--- config.mk ---
export PLATFORM = sky130hd
export DESIGN_NAME = adv_timer_apb_arbiter
export DESIGN_NICKNAME = d
export VERILOG_FILES = /design/src/rtl/adv_timer_apb_arbiter.sv
export SDC_FILE = /design/constraint.sdc
export NUM_CORES = 1
export LEC_CHECK = 0
export CAP_MARGIN = 30
export CORE_MARGIN = 2
export CORE_UTILIZATION = 41
export CTS_BUF_LIST = sky130_fd_sc_hd__clkbuf_2 sky130_fd_sc_hd__clkbuf_4 sky130_fd_sc_hd__clkbuf_8
export DETAILED_ROUTE_END_ITERATION = 10
export PLACE_DENSITY = 0.87
export SYNTH_ARGS = -nofsm -noshare
export SYNTH_HDL_FRONTEND = slang
export SYNTH_SLANG_ARGS = --single-unit
--- constraint.sdc ---
create_clock -name HCLK -period 6 [get_ports HCLK]
set_clock_uncertainty 0.1 [all_clocks]
set_input_delay 1.8 -clock HCLK [delete_from_list [all_inputs] [get_ports HCLK]]
set_output_delay 1.8 -clock HCLK [all_outputs]
set_load 0.02 [all_outputs]
--- src/rtl/adv_timer_apb_arbiter.sv ---
// adv_timer_apb_arbiter: round-robin arbiter giving two requesters access to one APB timer slave
// Ports:
//   HCLK, HRESET                              clock, asynchronous active-high reset
//   reqN_i, reqN_addr_i, reqN_wdata_i,
//   reqN_write_i                              transfer request N (held until doneN_o)
//   doneN_o, reqN_rdata_o, reqN_err_o         one-cycle completion pulse with read data / error
//   PADDR, PWDATA, PWRITE, PSEL, PENABLE      APB master outputs toward the timer
//   PRDATA, PREADY, PSLVERR                   APB slave response
//   busy_o                                    high while in SETUP or ACCESS
module adv_timer_apb_arbiter #(
  parameter int APB_ADDR_WIDTH = 12,
  parameter int TIMEOUT_CYCLES = 16
) (
  input  logic                      HCLK,
  input  logic                      HRESET,
  input  logic                      req0_i,
  input  logic [APB_ADDR_WIDTH-1:0] req0_addr_i,
  input  logic [31:0]               req0_wdata_i,
  input  logic                      req0_write_i,
  output logic                      done0_o,
  output logic [31:0]               req0_rdata_o,
  output logic                      req0_err_o,
  input  logic                      req1_i,
  input  logic [APB_ADDR_WIDTH-1:0] req1_addr_i,
  input  logic [31:0]               req1_wdata_i,
  input  logic                      req1_write_i,
  output logic                      done1_o,
  output logic [31:0]               req1_rdata_o,
  output logic                      req1_err_o,
  output logic [APB_ADDR_WIDTH-1:0] PADDR,
  output logic [31:0]               PWDATA,
  output logic                      PWRITE,
  output logic                      PSEL,
  output logic                      PENABLE,
  input  logic [31:0]               PRDATA,
  input  logic                      PREADY,
  input  logic                      PSLVERR,
  output logic                      busy_o
);
  localparam int CW = ($clog2(TIMEOUT_CYCLES + 1) > 5) ? $clog2(TIMEOUT_CYCLES + 1) : 5;
  typedef enum logic [1:0] {IDLE, SETUP, ACCESS} state_t;
  state_t                    state_q, state_d;
  logic [CW-1:0]             cnt_q;
  logic                      gnt_q, prio_q;
  logic [APB_ADDR_WIDTH-1:0] addr_q;
  logic [31:0]               wdata_q;
  logic                      write_q;
  logic                      psel_q, psel_d, penable_q, penable_d;
  logic                      done0_q, done1_q, err0_q, err1_q;
  logic [31:0]               rdata0_q, rdata1_q;
  logic                      elig0, elig1, pick1, timeout, finish, fin_err;
  logic [31:0]               fin_rdata;
  // a requester whose done pulse is showing is not eligible, which gives back-to-back spacing
  assign elig0 = req0_i & ~done0_q;
  assign elig1 = req1_i & ~done1_q;
  // prio_q=1 means requester 1 wins a tie
  assign pick1 = elig1 & (~elig0 | prio_q);
  // the last wait cycle that still fits the budget; PREADY in that cycle wins over timeout
  assign timeout = ~PREADY & (cnt_q == CW'(TIMEOUT_CYCLES - 1));
  assign finish = (state_q == ACCESS) & (PREADY | timeout);
  assign fin_err = PREADY ? PSLVERR : 1'b1;
  assign fin_rdata = (PREADY & ~write_q) ? PRDATA : 32'h0;
  always_ff @(posedge HCLK or posedge HRESET)
    if (HRESET) state_q <= IDLE;
    else state_q <= state_d;
  always_comb
    state_d = (state_q == IDLE)  ? ((elig0 | elig1) ? SETUP : IDLE) :
              (state_q == SETUP) ? ACCESS :
              finish             ? IDLE : ACCESS;
  always_comb begin
    psel_d = state_d != IDLE;
    penable_d = state_d == ACCESS;
  end
  always_ff @(posedge HCLK or posedge HRESET)
    if (HRESET) begin
      psel_q <= 1'b0;
      penable_q <= 1'b0;
      cnt_q <= '0;
      gnt_q <= 1'b0;
      prio_q <= 1'b0;
      addr_q <= '0;
      wdata_q <= '0;
      write_q <= 1'b0;
      done0_q <= 1'b0;
      done1_q <= 1'b0;
      err0_q <= 1'b0;
      err1_q <= 1'b0;
      rdata0_q <= '0;
      rdata1_q <= '0;
    end else begin
      psel_q <= psel_d;
      penable_q <= penable_d;
      if (state_q == IDLE && (elig0 | elig1)) begin
        gnt_q <= pick1;
        prio_q <= ~pick1;
        addr_q <= pick1 ? req1_addr_i : req0_addr_i;
        wdata_q <= pick1 ? req1_wdata_i : req0_wdata_i;
        write_q <= pick1 ? req1_write_i : req0_write_i;
      end
      if (state_q == SETUP) cnt_q <= '0;
      else if (state_q == ACCESS && !PREADY) cnt_q <= cnt_q + 1'b1;
      done0_q <= finish & ~gnt_q;
      done1_q <= finish & gnt_q;
      err0_q <= finish & ~gnt_q & fin_err;
      err1_q <= finish & gnt_q & fin_err;
      rdata0_q <= (finish & ~gnt_q) ? fin_rdata : 32'h0;
      rdata1_q <= (finish & gnt_q) ? fin_rdata : 32'h0;
    end
  assign PADDR = addr_q;
  assign PWDATA = wdata_q;
  assign PWRITE = write_q;
  assign PSEL = psel_q;
  assign PENABLE = penable_q;
  assign busy_o = psel_q;
  assign done0_o = done0_q;
  assign done1_o = done1_q;
  assign req0_rdata_o = rdata0_q;
  assign req1_rdata_o = rdata1_q;
  assign req0_err_o = err0_q;
  assign req1_err_o = err1_q;
endmodule
==> summary.md, run 1 <==
| Metric | Value |
|---|---|
| Max Cap Viol | `0` |
| Final hold violations | `0` |
| Pwr dens | `413 nW/µm²` |
| Worst path required time | `4.10 ns` |
| Async SR Flop Fraction | `100%` |
| Status | `completed` |
| DRT met1 WL | `5410 µm` |
| Crit-path slowest cell | `clkdlybuf4s50_1` |
| Detailed-route via count | `3993` |
| CP Max Fanout | `16` |
| Total Power | `3170 µW` |
| Clk sink count | `123` |
| Leakage | `0.00375 µW` |
| Commonest non-fill, non-tap cells in the layout | `clkdlybuf4s50_1 (243), dfrtp_1 (123), and3_1 (110), a221o_1 (45), clkbuf_8 (21)` |
| Worst setup SP type | `register` |
| Tightest Pin Transition | `0.934 ns` |
| Hpwl dp | `9630 µm` |
| Clock Path Buffers | `2` |
| Worst hold start | `PADDR[6]$_DFFE_PP0P_` |
| Antenna fix cells | `0` |
| First-pass GRT wire length | `21500 µm` |
| Critical-path cell list | `clkdlybuf4s50_1` |
| Share of layout cells above drive strength 1 | `7.43%` |
| CTS resizes | `0` |
| Slew headroom | `37.7%` |
| Total CTS buffers | `17` |
| Worst skew pair latency | `0.41 ns` |
| Final WS setup | `2.30 ns` |
| Core area | `11400 µm²` |
| RD Place Congestion | `0.811` |
| CP endpoint | `PENABLE` |
| Critical path class | `register to primary output` |
| Worst Path Buf+Inv | `1` |
| Worst reg2reg startpoint | `cnt_q[0]$_DFFE_PP0P_` |
| DR iter-0 viols | `258` |
| Area delta synth->final | `60.4%` |
| CP max stage delay | `0.71 ns` |
| Vias in the first global route | `4101` |
| Synth unique cells | `31` |
| Largest delay share family, worst path | `buffers and inverters` |
| Setup crit end kind | `primary output` |
| Die Footprint | `12500 µm²` |
| Die Ht | `112 µm` |
| Hold WS | `0.416 ns` |
| Htree depth | `4` |
| Post-Place Setup Slack | `2.07 ns` |
| Tcrit/Tclk final | `61.7%` |
| Max-slew violations | `0` |
| Worst hold path type | `register to register` |
| Fmax achieved | `270 MHz` |
| Post-synth EDFFs | `0` |
| TritonCTS clock tree | `yes` |
| Final wirelength | `13500 µm` |
| Total gr overflow | `0` |
| Met3 wire length | `951 µm` |
| Port Buffers | `243` |
| Synth Warn # | `0` |
| Fin nets | `725` |
| Clock-pin slew of the registers on the worst-case setup and hold paths | `0.07 ns` |
| Highest routed layer | `met4` |
| Clock Tree Root | `clkbuf_8` |
| Path depth of the worst reg2reg path | `6` |
| Die X | `112 µm` |
| DR pass1 iterations | `4` |
| Post-synth top flop | `dfrtp_1` |
| GRT Util Overall | `21.8%` |
| RSZ-0062 raised after global routing | `false` |
| Synth Instances | `359` |
| Synthesized Nets | `489` |
| Row count | `39` |
| Final setup violation count | `0` |
| R2R Setup Slk | `3.56 ns` |
| Final min period | `3.70 ns` |
| Largest net degree at the start of global routing | `65` |
| Initial antenna violation count | `0` |
| DR WL met2 | `6870 µm` |
| DRT antenna net count | `0` |
| Design area | `7670 µm²` |
| Synth Cell Area | `4780 µm²` |
| Setup TNS | `0 ns` |
| Crit path DAT | `1.80 ns` |
| Hold-fix buffers, CTS | `0` |
| Worst-case vdd ir drop | `0.278 mV` |
| Initial Util | `41.9%` |
| Yosys reg bits | `123` |
| Routed len/inst | `18.0 µm` |
| Register area share after synthesis | `64.3%` |
| Post-place instance area | `7280 µm²` |
| RR Endpoint | `req1_rdata_o[4]$_DFF_PP0_` |
| Most common cell after layout, fill and taps aside | `clkdlybuf4s50_1` |
| Mean Syn Cell Area | `13.3 µm²` |
| IO Pins | `244` |
| WP depth | `1` |
| Setup Fix Bufs, Post-CTS | `0` |
| DRC | `0` |
| Crit path launch | `PENABLE$_DFF_PP0_` |
| Via density | `5.33` |
==> where the power goes <==
group          total, µW  leakage, µW  internal (µW)  switching [µW]
registers           1180      0.00163           1030             153
clock network        721     0.000200            416             305
logic               1270      0.00192            644             624
==> worst min-delay path by stage <==
stage                                  end  cells past startpoint
finish                PADDR[6]$_DFFE_PP0P_                      1
global route        PWDATA[17]$_DFFE_PP0P_                      1
CTS                   PADDR[6]$_DFFE_PP0P_                      1
detailed placement   PWDATA[0]$_DFFE_PP0P_                      1
global placement      cnt_q[4]$_DFFE_PP0P_                      1
floorplan             cnt_q[4]$_DFFE_PP0P_                      1
==> per-stage QoR <==
stage	util [%]	instances
6_report	67.2	749
2_1_floorplan	-	359
3_5_place_dp	63.7	719
5_1_grt	67.2	749
4_1_cts	67.2	749
3_3_place_gp	63.4	717
==> flip-flops by register name (all words and copies together) (netlist names) <==
register      flops
done1_o           1
PWDATA           32
state_q           1
cnt_q             5
prio_q            1
req1_rdata_o     32
PADDR            12
req0_rdata_o     32
gnt_q             1
req0_err_o        1
PWRITE            1
req1_err_o        1
PSEL              1
done0_o           1
PENABLE           1
==> final cells by class <==
class                   count  area [µm²]
fillers                   838        3750
clock inverters             7        90.1
inverters                   5        21.3
repair buffers            251        2520
multi-input cells         197        1480
well taps                 143         179
flip-flops and latches    123        3080
clock buffers              23         304
==> cell families (layout without fill, tap and decap cells) <==
logic type / count (synthesis) / count (layout) / synth area share [%]
buffers and inverters: 39 / 286 / 4.89
flip-flops: 123 / 123 / 64.3
AND/OR/NAND/NOR: 134 / 134 / 18.2
multiplexers: 1 / 1 / 0.209
adder cells (fa/ha/maj): 2 / 2 / 0.523
AO/OA/AOI/OAI: 60 / 60 / 11.8
==> cell usage after synthesis (2+ instances only) <==
library cell / count / area share (%)
nor2_1: 2 / 0.16
nor4b_4: 2 / 0.99
nor2b_1: 8 / 1.0
ha_1: 2 / 0.52
buf_4: 2 / 0.31
clkbuf_1: 13 / 1.0
and3_1: 110 / 14
inv_1: 4 / 0.31
nand2b_1: 4 / 0.52
dfrtp_1: 123 / 64
a22o_1: 3 / 0.55
buf_2: 10 / 1.0
a221o_1: 45 / 9.4
a21o_1: 3 / 0.47
buf_6: 9 / 2.1
o21ai_0: 2 / 0.21
nand2_1: 3 / 0.24
==> per-layer routing <==
metal	track usage [%]	vias up
met4	8.21	0
met1	26.5	1973
met5	0	-
li1	-	1808
met3	6.48	17
met2	36.9	195
Note: power is estimated with default switching activity, not from simulation.
==> run 2, diff against run 1 <==
--- a/config.mk
+++ b/config.mk
@@ -7,10 +7,10 @@
 export LEC_CHECK = 0
 export CAP_MARGIN = 30
 export CORE_MARGIN = 2
-export CORE_UTILIZATION = 41
+export CORE_UTILIZATION = 37
 export CTS_BUF_LIST = sky130_fd_sc_hd__clkbuf_2 sky130_fd_sc_hd__clkbuf_4 sky130_fd_sc_hd__clkbuf_8
 export DETAILED_ROUTE_END_ITERATION = 10
-export PLACE_DENSITY = 0.87
+export PLACE_DENSITY = 0.83
 export SYNTH_ARGS = -nofsm -noshare
 export SYNTH_HDL_FRONTEND = slang
 export SYNTH_SLANG_ARGS = --single-unit
==> constraint.sdc (replaced) <==
create_clock -name HCLK -period 3.2 [get_ports HCLK]
set_clock_uncertainty 0.1 [all_clocks]
set_input_delay 0.96 -clock HCLK [delete_from_list [all_inputs] [get_ports HCLK]]
set_output_delay 0.96 -clock HCLK [all_outputs]
set_load 0.02 [all_outputs]
==> run 2 against run 1 <==
  * Total power is 92% higher
  * Critical path depth stayed put
  * Sequential share of layout area is 0.45 points lower
  * Via count is 0.70% lower
  * Design area is 1.1% higher
  * Global-route usage is 1.3 points lower
  * Cell count is 4.5% higher
  * Hold slack worse by 0.00087 ns
  * Non-clock buffer count is 3 higher
  * Core utilization is 5.7 points lower
  * Highest routed layer unchanged
==> summary.md, run 2 (synthesized netlist as in run 1, its figures left out) <==
| Metric | Value |
|---|---|
| Final wirelength | `14000 µm` |
| Worst path required time | `2.14 ns` |
| Total Power | `6080 µW` |
| GRT met1 Usage | `23.0%` |
| Die Ht | `118 µm` |
| Final setup violation count | `0` |
| Initial Util | `37.9%` |
| WP depth | `1` |
| Placed Cells | `751` |
| Port Buffers | `243` |
| CP max stage delay | `0.71 ns` |
| Final min period | `2.87 ns` |
| Share of layout cells above drive strength 1 | `8.18%` |
| RD Place Congestion | `0.768` |
| Critical path class | `register to primary output` |
| Fin nets | `728` |
| Design area | `7760 µm²` |
| Worst Path Buf+Inv | `1` |
| Worst hold path type | `register to register` |
| Final hold violations | `0` |
| Slew headroom | `36.9%` |
| Detailed-route via count | `3965` |
| Initial antenna violation count | `0` |
| Vias in the first global route | `4072` |
| Fmax achieved | `348 MHz` |
| Die Footprint | `13900 µm²` |
| Clock-pin slew of the registers on the worst-case setup and hold paths | `0.08 ns` |
| Setup Fix Bufs, Post-CTS | `0` |
| Clock Path Buffers | `2` |
| Setup crit end kind | `primary output` |
| Crit-path slowest cell | `clkdlybuf4s50_1` |
| Row count | `41` |
| Post-place instance area | `7320 µm²` |
| Worst-case vdd ir drop | `0.419 mV` |
| First-pass GRT wire length | `22100 µm` |
| DR pass1 iterations | `4` |
| Area delta synth->final | `62.2%` |
| Total CTS buffers | `17` |
| Worst skew pair latency | `0.42 ns` |
| Critical-path cell list | `clkdlybuf4s50_1` |
| Die X | `118 µm` |
| Tightest Pin Transition | `0.945 ns` |
| Most common cell after layout, fill and taps aside | `clkdlybuf4s50_1` |
| Core area | `12600 µm²` |
| Setup TNS | `0 ns` |
| Met3 Use GR | `6.40%` |
| Commonest non-fill, non-tap cells in the layout | `clkdlybuf4s50_1 (243), dfrtp_1 (123), and3_1 (110), a221o_1 (45), clkbuf_8 (17)` |
| Clk sink count | `123` |
| Pwr dens | `784 nW/µm²` |
| Max Cap Viol | `0` |
| DRC | `0` |
| RSZ-0062 raised after global routing | `false` |
| Hold-fix buffers, CTS | `0` |
| Status | `completed` |
| GRT Util Overall | `20.4%` |
| TritonCTS clock tree | `yes` |
| Hpwl dp | `10300 µm` |
| Htree depth | `4` |
| CP Max Fanout | `16` |
| Hold Crit Depth | `1` |
| Tcrit/Tclk final | `89.8%` |
| Layout Cells excl Fill | `783` |
| GR Util met2 | `36.0%` |
| IO Pins | `244` |
| Total gr overflow | `0` |
| Crit path DAT | `1.81 ns` |
| Leakage | `0.00378 µW` |
| Layer with the highest usage | `met2` |
| Largest delay share family, worst path | `buffers and inverters` |
| Worst setup SP type | `register` |
| Largest net degree at the start of global routing | `68` |
| DRT antenna net count | `0` |
| Path depth of the worst reg2reg path | `6` |
| Max-slew violations | `0` |
| Via density | `5.06` |
| CTS resizes | `0` |
| DR iter-0 viols | `376` |
| Routed len/inst | `17.9 µm` |
| Antenna fix cells | `0` |
| Hold WS | `0.415 ns` |
| Clock Tree Root | `clkbuf_8` |
==> run 2: cell types whose count changed in the layout (fill, tap and decap cells not counted) <==
| cell | before | now |
|---|---|---|
| buf_12 | 2 | 1 |
| buf_4 | 6 | 10 |
| bufinv_16 | 2 | 4 |
| clkbuf_4 | 2 | 4 |
| clkbuf_8 | 21 | 17 |
| clkinv_4 | 0 | 2 |
| inv_4 | 1 | 0 |
| inv_6 | 0 | 1 |
==> run 2: routing by layer <==
metal | wire length (µm) | share of wire, %
met5 | 0 | 0
met4 | 357 | 2.5
met3 | 1040 | 7.4
met2 | 7250 | 52
met1 | 5390 | 38
==> run 2: layout make-up <==
| type | instances | area, µm² |
|---|---|---|
| repair buffers | 254 | 2530 |
| inverters | 5 | 22.5 |
| flip-flops and latches | 123 | 3080 |
| multi-input cells | 197 | 1480 |
| clock inverters | 11 | 169 |
| well taps | 172 | 215 |
| clock buffers | 21 | 264 |
| fillers | 1030 | 4860 |
==> run 2: worst paths after layout <==
| path | end | startpoint | slack [ns] |
|---|---|---|---|
| setup reg to reg | req1_rdata_o[19]$_DFF_PP0_ | cnt_q[0]$_DFFE_PP0P_ | 0.76 |
| hold / removal | PADDR[1]$_DFFE_PP0P_ | PADDR[1]$_DFFE_PP0P_ | 0.42 |
| min in group asynchronous | PWDATA[20]$_DFFE_PP0P_ | HRESET | 0.74 |
| hold reg to reg | PADDR[1]$_DFFE_PP0P_ | PADDR[1]$_DFFE_PP0P_ | 0.42 |
| setup / recovery | PENABLE | PENABLE$_DFF_PP0_ | 0.33 |
| max in group asynchronous | PWDATA[10]$_DFFE_PP0P_ | HRESET | 1.59 |
==> run 2: worst reg2reg max path: stages, from the launching register on <==
cell,delay (ns)
dfrtp_1,0.43
ha_1,0.24
and3_1,0.19
ha_1,0.19
nor2_1,0.25
and4b_1,0.56
and3_1,0.35
==> run 2: power breakdown <==
| group | switching, µW | internal [µW] |
|---|---|---|
| clock | 599 | 885 |
| combinational | 1180 | 1200 |
| sequential | 283 | 1930 |
| total | 2060 | 4020 |
==> run 2: metrics by stage <==
| step | setup slack [ns] | util [%] |
|---|---|---|
| 5_1_grt | 0.226 | 61.5 |
| 4_1_cts | 0.308 | 61.5 |
| 2_1_floorplan | 0.629 | - |
| 3_3_place_gp | 0.367 | 58.0 |
| 6_report | 0.328 | 61.5 |
| 3_5_place_dp | 0.263 | 58.0 |
==> run 3, diff against run 2 <==
--- a/config.mk
+++ b/config.mk
@@ -6,6 +6,7 @@
 export NUM_CORES = 1
 export LEC_CHECK = 0
 export CAP_MARGIN = 30
+export CORE_ASPECT_RATIO = 1.4
 export CORE_MARGIN = 2
 export CORE_UTILIZATION = 37
 export CTS_BUF_LIST = sky130_fd_sc_hd__clkbuf_2 sky130_fd_sc_hd__clkbuf_4 sky130_fd_sc_hd__clkbuf_8
==> run 3 against run 2 <==
  * Design area shrank 0.45%
  * First-iteration DRC count decreased by 51%
  * Setup slack improved by 0.26 ns
  * Sequential cell count did not move
  * Core utilization shrank 0.91 points
  * Highest routed layer unchanged
  * Non-clock buffer count shrank 3
  * Sequential share of layout area increased by 0.18 points
==> summary.md, run 3 (synthesized netlist as in run 1, its figures left out) <==
| Metric | Value |
|---|---|
| Psw | `2120 µW` |
| Hold-fix buffers, CTS | `0` |
| Share of layout cells above drive strength 1 | `7.89%` |
| CP Max Fanout | `3` |
| DR pass1 iterations | `4` |
| Clock Path Buffers | `2` |
| Slew headroom | `36.9%` |
| WHS Endpoint | `PWDATA[23]$_DFFE_PP0P_` |
| Die X | `100 µm` |
| Worst Path Buf+Inv | `1` |
| Final wirelength | `13200 µm` |
| Worst path required time | `2.14 ns` |
| Fmax achieved | `382 MHz` |
| DR iter-0 viols | `186` |
| IO Pins | `244` |
| Critical-path cell list | `clkdlybuf4s50_1` |
| Die Footprint | `13900 µm²` |
| CP max stage delay | `0.66 ns` |
| Initial Util | `37.5%` |
| GRT Util Overall | `19.5%` |
| Max Cap Viol | `0` |
| Pwr dens | `784 nW/µm²` |
| Worst reg2reg startpoint | `cnt_q[0]$_DFFE_PP0P_` |
| Row count | `49` |
| Worst setup SP type | `register` |
| Comb power frac | `39.6%` |
| Largest delay share family, worst path | `buffers and inverters` |
| Tightest Pin Transition | `0.946 ns` |
| CTS resizes | `0` |
| Final min period | `2.62 ns` |
| RR Endpoint | `req1_rdata_o[28]$_DFF_PP0_` |
| Max-slew violations | `0` |
| Clock power frac | `24.1%` |
| Register share of total power | `36.3%` |
| Port Buffers | `243` |
| Clock-pin slew of the registers on the worst-case setup and hold paths | `0.08 ns` |
| Crit-path slowest cell | `clkdlybuf4s50_1` |
| Pint | `3930 µW` |
| Hold WS | `0.414 ns` |
| Design area | `7720 µm²` |
| Htree depth | `4` |
| Crit path DAT | `1.56 ns` |
| Final setup violation count | `0` |
| Antenna fix cells | `0` |
| Area delta synth->final | `61.4%` |
| Commonest non-fill, non-tap cells in the layout | `clkdlybuf4s50_1 (243), dfrtp_1 (123), and3_1 (110), a221o_1 (45), clkbuf_8 (17)` |
| Worst-case vdd ir drop | `0.472 mV` |
| First-pass GRT wire length | `21100 µm` |
| Total gr overflow | `0` |
| DRT antenna net count | `0` |
| Worst hold path type | `register to register` |
| RD Place Congestion | `0.731` |
| Setup crit end kind | `primary output` |
| Via density | `5.20` |
| Largest net degree at the start of global routing | `124` |
| R2R Setup Slk | `0.77 ns` |
| Hold Crit Depth | `1` |
| Initial antenna violation count | `0` |
| Sw Ratio | `35.1%` |
| Worst hold start | `PWDATA[23]$_DFFE_PP0P_` |
| Clk sink count | `123` |
| Critical path class | `register to primary output` |
| Die Ht | `139 µm` |
| RSZ-0062 raised after global routing | `false` |
| Detailed-route via count | `3958` |
| Post-place instance area | `7300 µm²` |
| Leakage | `0.00375 µW` |
| Setup TNS | `0 ns` |
| Final hold violations | `0` |
| Core area | `12800 µm²` |
| Fin nets | `725` |
| Crit path launch | `PWRITE$_DFFE_PP0P_` |
| Clock Tree Root | `clkbuf_8` |
| Routed len/inst | `17.4 µm` |
| Total CTS buffers | `17` |
| Tcrit/Tclk final | `81.8%` |
| Path depth of the worst reg2reg path | `6` |
| Setup Fix Bufs, Post-CTS | `0` |
| Most common cell after layout, fill and taps aside | `clkdlybuf4s50_1` |
| Hpwl dp | `9330 µm` |
| TritonCTS clock tree | `yes` |
| Vias in the first global route | `4234` |
| DRC | `0` |
| Worst skew pair latency | `0.42 ns` |
| Status | `completed` |
==> run 3: per-layer routing <==
| metal | vias up | GRT usage, % | wire length (µm) |
|---|---|---|---|
| met4 | 0 | 7.93 | 260 |
| met1 | 1922 | 22.8 | 5250 |
| met5 | - | 0 | 0 |
| met3 | 19 | 6.00 | 1030 |
| li1 | 1815 | - | - |
| met2 | 202 | 33.0 | 6690 |
==> run 3: per-stage QoR <==
step,power [µW],instances,util (%),setup slack [ns]
after floorplan,3560,359,-,0.629
after global placement,4540,729,57.2,0.276
after detailed placement,4630,729,57.2,0.197
after CTS,6110,761,60.6,0.524
after global routing,6370,761,60.6,0.501
final,6050,761,60.6,0.584
==> run 3: cell type report <==
class / instances / area [µm²]
multi-input cells: 197 / 1490
flip-flops and latches: 123 / 3080
fillers: 1011 / 5030
clock inverters: 15 / 191
repair buffers: 251 / 2520
clock buffers: 17 / 234
inverters: 5 / 22.5
well taps: 153 / 191
==> run 3: worst max-delay path by stage <==
stage	to	slack, ns	cells after the start
after global routing	PWRITE	0.50	1
after global placement	PWDATA[6]$_DFFE_PP0P_	0.28	4
after floorplan	PADDR[0]$_DFFE_PP0P_	0.63	1
final	PWRITE	0.58	1
after detailed placement	PWDATA[11]$_DFFE_PP0P_	0.20	4
after CTS	PWRITE	0.52	1
==> run 3: power groups by stage <==
stage | Clock, µW | Sequential [µW] | Combinational (µW)
floorplan | 0 | 2570 | 984
detailed placement | 0 | 2210 | 2420
CTS | 1500 | 2200 | 2420
finish | 1460 | 2200 | 2400
global route | 1570 | 2240 | 2560
global placement | 0 | 2210 | 2330
